$ cat src/rtl/latch_bank_writer.sv
// Purpose: write sequencer in front of DEPTH transparent latch arrays (SETUP -> PULSE -> HOLD per write).
// Latency: accept at edge T -> enable high T+2..T+1+PULSE_CYCLES, wr_done at T+2+PULSE_CYCLES.
// Backpressure: in_ready only in IDLE; out-of-range writes are dropped in one cycle with wr_err.
module latch_bank_writer #(
  parameter int DWIDTH       = 3,
  parameter int DEPTH        = 4,
  parameter int AWIDTH       = 2,
  parameter int PULSE_CYCLES = 1
) (
  input  logic              clk,
  input  logic              rst,
  input  logic              in_valid,
  output logic              in_ready,
  input  logic [AWIDTH-1:0] in_addr,
  input  logic [DWIDTH-1:0] in_data,
  output logic [DWIDTH-1:0] lat_data,
  output logic [DEPTH-1:0]  lat_ena,
  output logic              wr_done,
  output logic              wr_err
);

  localparam int CW = $clog2(PULSE_CYCLES + 1);

  typedef enum logic [1:0] {
    S_IDLE,
    S_SETUP,
    S_PULSE,
    S_HOLD
  } state_t;

  state_t              state_q, state_d;
  logic [CW-1:0]       cnt_q, cnt_d;
  logic [AWIDTH-1:0]   addr_q, addr_d;
  logic [DWIDTH-1:0]   data_q, data_d;
  logic [DEPTH-1:0]    ena_q, ena_d;
  logic                done_q, done_d;
  logic                err_q, err_d;
  logic [DEPTH-1:0]    onehot;
  logic                addr_ok;

  // Ready is purely a function of state and reset, never of the request itself.
  assign in_ready = (state_q == S_IDLE) && !rst;
  assign lat_data = data_q;
  assign lat_ena  = ena_q;
  assign wr_done  = done_q;
  assign wr_err   = err_q;

  // Decode the captured address to a one-hot enable and range-check the incoming one.
  always_comb begin
    onehot  = '0;
    addr_ok = (int'(in_addr) < DEPTH);
    for (int i = 0; i < DEPTH; i++) begin
      onehot[i] = (int'(addr_q) == i);
    end
  end

  // Next-state logic; enables and data are computed here but only ever leave through flops.
  always_comb begin
    state_d = state_q;
    cnt_d   = cnt_q;
    addr_d  = addr_q;
    data_d  = data_q;
    ena_d   = ena_q;
    done_d  = 1'b0;
    err_d   = 1'b0;
    unique case (state_q)
      S_IDLE: begin
        if (in_valid && in_ready) begin
          if (addr_ok) begin
            addr_d  = in_addr;
            data_d  = in_data;
            state_d = S_SETUP;
          end else begin
            // Dropped write: data bus untouched, stay ready for the next request.
            err_d = 1'b1;
          end
        end
      end
      S_SETUP: begin
        state_d = S_PULSE;
        ena_d   = onehot;
        cnt_d   = CW'(PULSE_CYCLES - 1);
      end
      S_PULSE: begin
        if (cnt_q != '0) begin
          cnt_d = cnt_q - CW'(1);
        end else begin
          state_d = S_HOLD;
          ena_d   = '0;
          done_d  = 1'b1;
        end
      end
      S_HOLD: begin
        state_d = S_IDLE;
      end
      default: begin
        state_d = S_IDLE;
        ena_d   = '0;
      end
    endcase
  end

  // State register; reset aborts any write in progress and clears the data bus.
  always_ff @(posedge clk) begin
    if (rst) begin
      state_q <= S_IDLE;
      cnt_q   <= '0;
      addr_q  <= '0;
      data_q  <= '0;
      ena_q   <= '0;
      done_q  <= 1'b0;
      err_q   <= 1'b0;
    end else begin
      state_q <= state_d;
      cnt_q   <= cnt_d;
      addr_q  <= addr_d;
      data_q  <= data_d;
      ena_q   <= ena_d;
      done_q  <= done_d;
      err_q   <= err_d;
    end
  end

endmodule

$ cat config.mk
export PLATFORM = sky130hd
export DESIGN_NAME = latch_bank_writer
export DESIGN_NICKNAME = d
export VERILOG_FILES = /design/src/rtl/latch_bank_writer.sv
export SDC_FILE = /design/constraint.sdc
export NUM_CORES = 1
export LEC_CHECK = 0
export CORE_AREA = 2 2 39 41
export CTS_BUF_LIST = sky130_fd_sc_hd__clkbuf_4 sky130_fd_sc_hd__clkbuf_8
export DETAILED_ROUTE_END_ITERATION = 8
export DIE_AREA = 0 0 41 43
export PLACE_DENSITY = 0.7
export SYNTH_ARGS = -nofsm -noshare
export SYNTH_HDL_FRONTEND = slang
export SYNTH_SLANG_ARGS = --single-unit
$ cat constraint.sdc
create_clock -name clk -period 2 [get_ports clk]
set_clock_uncertainty 0.15 [all_clocks]
set_input_delay 0.4 -clock clk [delete_from_list [all_inputs] [get_ports clk]]
set_output_delay 0.4 -clock clk [all_outputs]
set_load 0.1 [all_outputs]
==> flow_summary_export.csv, run 1 <==
group,metric,value,unit
finish,finalNetCount,88,
sta,setup_viol,0,
finish,final_common_cell,"dfxtp_1",
placement,post-place-ws,0.250,ns
outcome,status,"finished clean",
clocking,cts_buffers,3,
sta,fmax,531,MHz
synth,ys_warn_count,0,
min_path,holdCritPathClass,"reg2reg",
min_path,hold_end,"lat_data[1]",
finish,final_area,821,um2
global_route,grt_pass1_wl,1.65,mm
setup_path,r2r-end,"lat_ena[0]",
synth,ys_ff_latch,12,
floorplan,fp.dieH,43,um
detailed_routing,drt-wirelength-per-cell,10.6,um
sta,fin_crit,1.88,ns
sta,rsz0062_at_grt,"false",
detailed_routing,dr.first_iter.drc_count,3,
finish,stdcell_count,92,
min_path,whs_path_depth,2,
clocking,clock_latency,0.26,ns
floorplan,dieWidth,41,um
finish,area_delta_synth_final,59.6,%
sta,setup_ws,0.115,ns
power_and_ir_drop,p_per_area,1490,nW/um2
setup_path,end_kind,"output pin",
finish,drive_gt1_share,23.7,%
setup_path,path_class,"reg2out",
clocking,clock_path_buffers,2,
floorplan,io_pins,18,
setup_path,worstPathMaxFanout,8,
sta,slew_violations,0,
setup_path,crit_arrival,1.33,ns
global_route,grt-ovfl-total,0,
setup_path,critPathTopFamily,"flip-flops",
detailed_routing,viasPerCell,4.99,
power_and_ir_drop,ir_worst_vdd,0.000657,V
synth,yosysUniqueCellTypes,19,
clocking,clockRootBuffer,"clkbuf_4",
placement,routabilityCongestion,0.668,
placement,place_hpwl,733,um
placement,post-place-cells,88,
sta,hold_slack,0.351,ns
run,maxCapViolCount,0,
finish,layout_common_cells,"12 x dfxtp_1, 9 x buf_12, 7 x nor2_1, 7 x clkdlybuf4s50_1",
synth,syn-num-nets,69,
placement,portBuffers,16,
sta,setup_tns,0,ns
synth,synth_cells,58,
synth,synth_seq_area_share,46.7,%
synth,synth_area,514,um2
detailed_routing,met3WireLength,37,um
power_and_ir_drop,total_power,1.22,mW
detailed_routing,wl_met1,428,um
detailed_routing,route.detailed.drc,0,
setup_path,path_cells,"inv_1 > ha_2 > nor2b_4 > buf_12",
global_route,grt_pass1_vias,420,
min_path,worst_hold_startpoint,"lat_data[1]",
clocking,cts.clk_slew.worst_paths,0.08,ns
sta,period_share,94.2,%
power_and_ir_drop,p_leak,0.331,nW
sta,report.final.hold_viol_count,0,
floorplan,die_area,1760,um2
finish,nFillCells,118,
detailed_routing,wl,972,um
setup_path,path_buf_inv,2,
detailed_routing,num_vias,459,
setup_path,ff2ff_setup_slack,0.63,ns
detailed_routing,wl_met2,486,um
synth,avgSynthCellArea,8.87,um2
floorplan,start_util,37.2,%
global_route,grt_max_degree,13,
clocking,cts_sinks,12,
setup_path,rr_worst_depth,4,
detailed_routing,drt_first_pass_iters,4,
setup_path,critPathMaxStageDelay,0.31,ns
setup_path,critPathRequiredTime,1.45,ns
setup_path,cp_slowest_cell,"dfxtp_1",
floorplan,core-area,1380,um2
setup_path,critPathLaunchType,"flip-flop",
global_route,antenna_found_initial,0,
finish,diodes,0,
clocking,cts_tree,"done",
finish,fin_util,59.3,%
floorplan,row_count,14,
clocking,htreeDepth,1,
detailed_routing,routed.top_layer,"met4",
detailed_routing,antenna_left,0,
setup_path,r2r-start,"state_q[1]",
placement,dpl_cell_area,782,um2
global_route,grtUsageTotal,13.6,%
-- state kept, by name, summed over array words and instances (netlist names) --
name	count
wr_done	1
state_q	2
lat_ena	4
addr_q	2
lat_data	3
-- power by group --
part	leakage, nW	internal [mW]	switching [mW]
sequential	0.0982	0.290	0.0427
clock	0.0210	0.110	0.0785
combinational	0.212	0.270	0.432
-- cells in the mapped netlist (all sizes together) --
library cell | count | area [um2]
dfxtp | 12 | 240
nor2 | 7 | 26.3
a21oi | 6 | 30.0
nand2 | 6 | 22.5
nand3 | 5 | 25.0
buf | 3 | 17.5
ha | 3 | 37.5
mux2i | 3 | 30.0
nor2b | 3 | 18.8
inv | 2 | 7.51
nand2b | 2 | 15.0
a211oi | 1 | 12.5
a31oi | 1 | 6.26
conb | 1 | 3.75
nand4b | 1 | 8.76
nor3 | 1 | 5.00
nor3b | 1 | 7.51
-- area by class of cell --
cell class	count	area (um2)	share of cell area [%]
clock buffers	4	36.3	4.42
inverters	2	7.51	0.915
well taps	16	20.0	2.44
repair buffers	17	258	31.4
multi-input cells	41	259	31.6
flip-flops and latches	12	240	29.3
-- worst register-to-register path: stages, from the launching register on --
cell and delay [ns]:
dfxtp_1 0.35, inv_1 0.07, ha_1 0.43, mux2i_1 0.22, nor2_1 0.05
-- repair_timing --
item                                    in CTS  in global routing
setup buffers                                0                  0
hold buffers                                 0                  0
endpoints found under the hold margin        0                  0
endpoints found under the setup margin       0                  1
resized for setup                            0                  1
-- how the worst max path moves through the flow --
stage	depth (start not counted)	startpoint	slack, ns	to
after detailed placement	3	rst	0.25	in_ready
after global routing	4	state_q[0]	0.05	in_ready
final	4	state_q[0]	0.12	in_ready
after CTS	4	state_q[0]	0.01	in_ready
after global placement	3	rst	0.27	in_ready
after floorplan	3	state_q[0]	0.22	in_ready
-- per-layer routing --
| metal | vias up | GRT usage, % |
|---|---|---|
| li1 | 228 | - |
| met1 | 217 | 16.7 |
| met2 | 12 | 20.6 |
| met3 | 2 | 1.57 |
| met4 | 0 | 10.0 |
| met5 | - | 0 |
-- kinds of logic after synthesis --
family | after synthesis | share of synthesized area (%)
simple gates | 26 | 25.1
other cells | 1 | 0.729
fa+ha+maj | 3 | 7.30
buf+inv | 5 | 4.87
mux | 3 | 5.84
compound gates | 8 | 9.49
flops | 12 | 46.7
Power figures use the tool's default switching activity.
==> run 2, diff against run 1 <==
--- a/config.mk
+++ b/config.mk
@@ -10,6 +10,8 @@
 export DETAILED_ROUTE_END_ITERATION = 8
 export DIE_AREA = 0 0 41 43
 export PLACE_DENSITY = 0.7
+export RECOVER_POWER = 50
+export SLEW_MARGIN = 20
 export SYNTH_ARGS = -nofsm -noshare
 export SYNTH_HDL_FRONTEND = slang
 export SYNTH_SLANG_ARGS = --single-unit
==> constraint.sdc (replaced) <==
create_clock -name clk -period 2.3 [get_ports clk]
set_clock_uncertainty 0.15 [all_clocks]
set_input_delay 0.46 -clock clk [delete_from_list [all_inputs] [get_ports clk]]
set_output_delay 0.46 -clock clk [all_outputs]
set_load 0.1 [all_outputs]
==> run 2 against run 1 <==
Combinational power decreased by 23%. Global-route usage increased by 0.40 points. Critical path depth unchanged. Via count decreased by 6.3%. Sequential share of layout area increased by 4.6 points. Critical endpoint unchanged.
==> flow_summary_export.csv, run 2 (synthesized netlist as in run 1, its figures left out) <==
group,metric,value,unit
setup_path,critPathLaunchType,"flip-flop",
global_route,grtUsageTotal,14.0,%
floorplan,dieWidth,41,um
detailed_routing,num_vias,430,
clocking,cts_sinks,12,
clocking,cts_buffers,3,
detailed_routing,drt-wirelength-per-cell,10.1,um
setup_path,path_class,"reg2out",
finish,layout_common_cells,"12 x dfxtp_1, 8 x buf_4, 7 x nor2_1",
finish,nFillCells,142,
clocking,clock_path_buffers,2,
detailed_routing,route.detailed.drc,0,
clocking,postCtsResizedCells,0,
sta,tightest_slew,0.542,ns
detailed_routing,drt_first_pass_iters,1,
finish,area_delta_synth_final,38.0,%
detailed_routing,antenna_left,0,
sta,fmax,486,MHz
global_route,grt_pass1_vias,390,
floorplan,row_count,14,
sta,fin_crit,2.06,ns
global_route,grt_max_degree,13,
finish,finalNetCount,88,
sta,rsz0062_at_grt,"false",
finish,final_common_cell,"dfxtp_1",
power_and_ir_drop,p_leak,0.300,nW
clocking,cts_tree,"done",
power_and_ir_drop,p_per_area,1380,nW/um2
global_route,antenna_found_initial,0,
setup_path,critPathRequiredTime,1.69,ns
finish,largest_reg_flops,4,
sta,max-slew-margin-rel,63.9,%
power_and_ir_drop,ir_worst_vdd,0.000586,V
finish,multi_input_area,251,um2
sta,hold_slack,0.307,ns
setup_path,end_kind,"output pin",
setup_path,rr_worst_depth,5,
finish,drive_gt1_share,21.1,%
floorplan,io_pins,18,
clocking,cts.clk_slew.worst_paths,0.08,ns
clocking,cts_setup_buffers,0,
finish,diodes,0,
clocking,clockRootBuffer,"clkbuf_4",
setup_path,worstPathMaxFanout,8,
placement,portBuffers,16,
run,maxCapViolCount,0,
sta,setup_tns,0,ns
placement,place_hpwl,673,um
clocking,clock_latency,0.27,ns
global_route,grt-ovfl-total,0,
finish,regArea,240,um2
sta,setup_viol,0,
detailed_routing,wl,933,um
detailed_routing,viasPerCell,4.67,
floorplan,start_util,37.2,%
setup_path,crit_arrival,1.45,ns
detailed_routing,dr.first_iter.drc_count,0,
floorplan,core-area,1380,um2
sta,period_share,89.4,%
placement,routabilityCongestion,0.694,
sta,report.final.hold_viol_count,0,
min_path,whs_path_depth,2,
floorplan,die_area,1760,um2
min_path,holdCritPathClass,"reg2reg",
global_route,grt_pass1_wl,1.60,mm
outcome,status,"finished clean",
clocking,htreeDepth,1,
floorplan,fp.dieH,43,um
sta,slew_violations,0,
clocking,holdBufCountCts,0,
## run 2: final cells by class
class                      instances  share of cell area [%]
clock buffer                       4                    5.11
inverter                           2                    1.06
multi-input combinational         41                    35.4
sequential                        12                    33.9
tap                               16                    2.82
timing repair buffer              17                    21.7
## run 2: worst paths after layout
kind                     from           to  slack, ns
setup reg to reg   state_q[1]   lat_ena[2]       0.89
setup / recovery   state_q[0]     in_ready       0.24
hold reg to reg   lat_data[0]  lat_data[0]       0.31
hold / removal    lat_data[0]  lat_data[0]       0.31
## run 2: layer usage
metal / wire (um) / GRT usage (%) / share of wire, % / up-vias
li1: - / - / - / 227
met1: 414 / 16.4 / 44 / 188
met2: 433 / 18.4 / 46 / 11
met3: 48 / 4.71 / 5.1 / 4
met4: 37 / 14.0 / 4.0 / 0
met5: 0 / 0 / 0 / -
## run 2: power breakdown
part / total [mW] / internal (mW) / leakage (nW) / switching, mW
Clock: 0.165 / 0.0961 / 0.0210 / 0.0685
Combinational: 0.539 / 0.169 / 0.181 / 0.370
Sequential: 0.278 / 0.252 / 0.0982 / 0.0257
Total: 0.981 / 0.517 / 0.300 / 0.464
## run 2: critical path, cell delays in order, from the launching register on
cell and delay, ns:
dfxtp_1 0.31, inv_1 0.10, ha_1 0.33, nor2b_2 0.25, buf_12 0.19
## run 2: through the flow
step | setup slack [ns] | std cells | util [%] | area, um2 | power [mW]
after global placement | 0.457 | 88 | 48.9 | 677 | 0.820
after detailed placement | 0.443 | 88 | 48.9 | 677 | 0.828
after CTS | 0.228 | 92 | 51.5 | 713 | 0.995
after global routing | 0.123 | 92 | 51.3 | 709 | 1.05
final | 0.243 | 92 | 51.3 | 709 | 0.981
after floorplan | 0.163 | 58 | - | 517 | 0.710
==> run 3, diff against run 2 <==
--- a/config.mk
+++ b/config.mk
@@ -11,7 +11,8 @@
 export DIE_AREA = 0 0 41 43
 export PLACE_DENSITY = 0.7
 export RECOVER_POWER = 50
-export SLEW_MARGIN = 20
+export REMOVE_ABC_BUFFERS = 1
+export SLEW_MARGIN = 5
 export SYNTH_ARGS = -nofsm -noshare
 export SYNTH_HDL_FRONTEND = slang
 export SYNTH_SLANG_ARGS = --single-unit
==> run 3 against run 2 <==
Non-clock buffer count stayed put. Cell count down 1.1%. Combinational power about the same.
==> flow_summary_export.csv, run 3 (synthesized netlist as in run 1, its figures left out) <==
group,metric,value,unit
setup_path,end_kind,"output pin",
min_path,hold_end,"lat_data[1]",
detailed_routing,dr.first_iter.drc_count,12,
global_route,grt_max_degree,13,
run,maxCapViolCount,0,
min_path,holdCritPathClass,"reg2reg",
detailed_routing,drt_first_pass_iters,4,
detailed_routing,antenna_left,0,
sta,period_share,92.1,%
finish,final_area,688,um2
setup_path,r2r-end,"lat_data[2]",
setup_path,r2r-start,"state_q[0]",
detailed_routing,wl,947,um
clocking,htreeDepth,1,
min_path,whs_path_depth,2,
setup_path,ff2ff_setup_slack,0.88,ns
setup_path,critPathRequiredTime,1.69,ns
finish,final_common_cell,"dfxtp_1",
detailed_routing,drt-wirelength-per-cell,10.4,um
placement,portBuffers,16,
power_and_ir_drop,p_leak,0.290,nW
finish,nFillCells,152,
finish,largest_reg_flops,4,
clocking,postCtsResizedCells,0,
placement,place_hpwl,717,um
finish,area_delta_synth_final,33.8,%
floorplan,row_count,14,
global_route,grt_pass1_vias,372,
setup_path,cp_slowest_cell,"ha_1",
global_route,grt-ovfl-total,0,
power_and_ir_drop,swShare,49.2,%
power_and_ir_drop,comb_power_share,57.2,%
sta,tightest_slew,0.550,ns
finish,fin_util,49.7,%
clocking,clock_path_buffers,2,
setup_path,path_cells,"inv_1 > ha_1 > nor2b_1 > buf_12",
floorplan,core-area,1380,um2
sta,slew_violations,0,
clocking,cts_sinks,12,
sta,report.final.hold_viol_count,0,
global_route,grt_pass1_wl,1.52,mm
setup_path,worstPathMaxFanout,8,
detailed_routing,viasPerCell,4.86,
sta,rsz0062_at_grt,"false",
placement,post-place-ws,0.357,ns
global_route,antenna_found_initial,0,
floorplan,io_pins,18,
sta,max-slew-margin-rel,63.3,%
sta,fmax,472,MHz
setup_path,critPathMaxStageDelay,0.35,ns
sta,setup_ws,0.182,ns
finish,diodes,0,
power_and_ir_drop,total_power,0.936,mW
clocking,clock_latency,0.26,ns
finish,drive_gt1_share,18.7,%
power_and_ir_drop,clock_power_share,13.0,%
setup_path,rr_worst_depth,5,
global_route,grtUsageTotal,12.7,%
clocking,cts_tree,"done",
clocking,clockRootBuffer,"clkbuf_4",
floorplan,fp.dieH,43,um
placement,post-place-cells,88,
sta,hold_slack,0.314,ns
power_and_ir_drop,p_per_area,1360,nW/um2
clocking,cts_buffers,3,
placement,dpl_cell_area,674,um2
detailed_routing,route.detailed.drc,0,
clocking,cts_setup_buffers,0,
floorplan,die_area,1760,um2
floorplan,start_util,37.2,%
setup_path,path_class,"reg2out",
power_and_ir_drop,p_seq_share,29.7,%
finish,layout_common_cells,"12 x dfxtp_1, 7 x nor2_1",
power_and_ir_drop,cellInternalPower,0.476,mW
min_path,worst_hold_startpoint,"lat_data[1]",
clocking,holdBufCountCts,0,
finish,stdcell_count,91,
power_and_ir_drop,ir_worst_vdd,0.000702,V
floorplan,dieWidth,41,um
outcome,status,"finished clean",
placement,routabilityCongestion,0.666,
detailed_routing,num_vias,442,
power_and_ir_drop,switching_power,0.460,mW
sta,fin_crit,2.12,ns
clocking,cts.clk_slew.worst_paths,0.07,ns
sta,setup_viol,0,
finish,finalNetCount,88,
setup_path,crit_arrival,1.51,ns
setup_path,critPathLaunchType,"flip-flop",
sta,setup_tns,0,ns
==> run 3: changes by cell type in the layout (fill, tap and decap cells not counted), sizes merged <==
| cell | previous run | this run |
|---|---|---|
| buf | 9 | 7 |
| clkbuf | 5 | 6 |
==> run 3: how the worst max path moves through the flow <==
stage / start / to / cells after the start
after floorplan: state_q[0] / in_ready / 3
after global placement: rst / in_ready / 3
after detailed placement: rst / in_ready / 3
after CTS: state_q[0] / in_ready / 4
after global routing: state_q[0] / in_ready / 4
final: state_q[0] / in_ready / 4
==> run 3: final cells by class <==
cell class	count	area, um2	area share, %
Inverter	2	7.51	1.09
Multi-Input combinational cell	41	249	36.2
Timing Repair Buffer	17	149	21.6
Sequential cell	12	240	34.9
Clock buffer	3	22.5	3.27
Tap cell	16	20.0	2.91
==> run 3: worst max-delay path, delay by kind of cell, from the launching register on <==
family	cells	cell delay, ns
flops	1	0.31
fa+ha+maj	1	0.35
buf+inv	2	0.31
simple gates	1	0.27
==> run 3: power by group through the flow <==
| stage | Sequential [mW] | Clock (mW) | Combinational, mW |
|---|---|---|---|
| finish | 0.279 | 0.122 | 0.536 |
| global route | 0.285 | 0.137 | 0.568 |
| CTS | 0.279 | 0.129 | 0.545 |
| detailed placement | 0.283 | 0 | 0.542 |
| global placement | 0.281 | 0 | 0.532 |
| floorplan | 0.439 | 0 | 0.261 |
==> run 3: routing by layer <==
layer | vias to the layer above | track usage, % | share of wire, %
li1 | 227 | - | -
met1 | 195 | 16.8 | 46
met2 | 17 | 17.8 | 46
met3 | 3 | 3.14 | 6.3
met4 | 0 | 8.00 | 2.2
met5 | - | 0 | 0
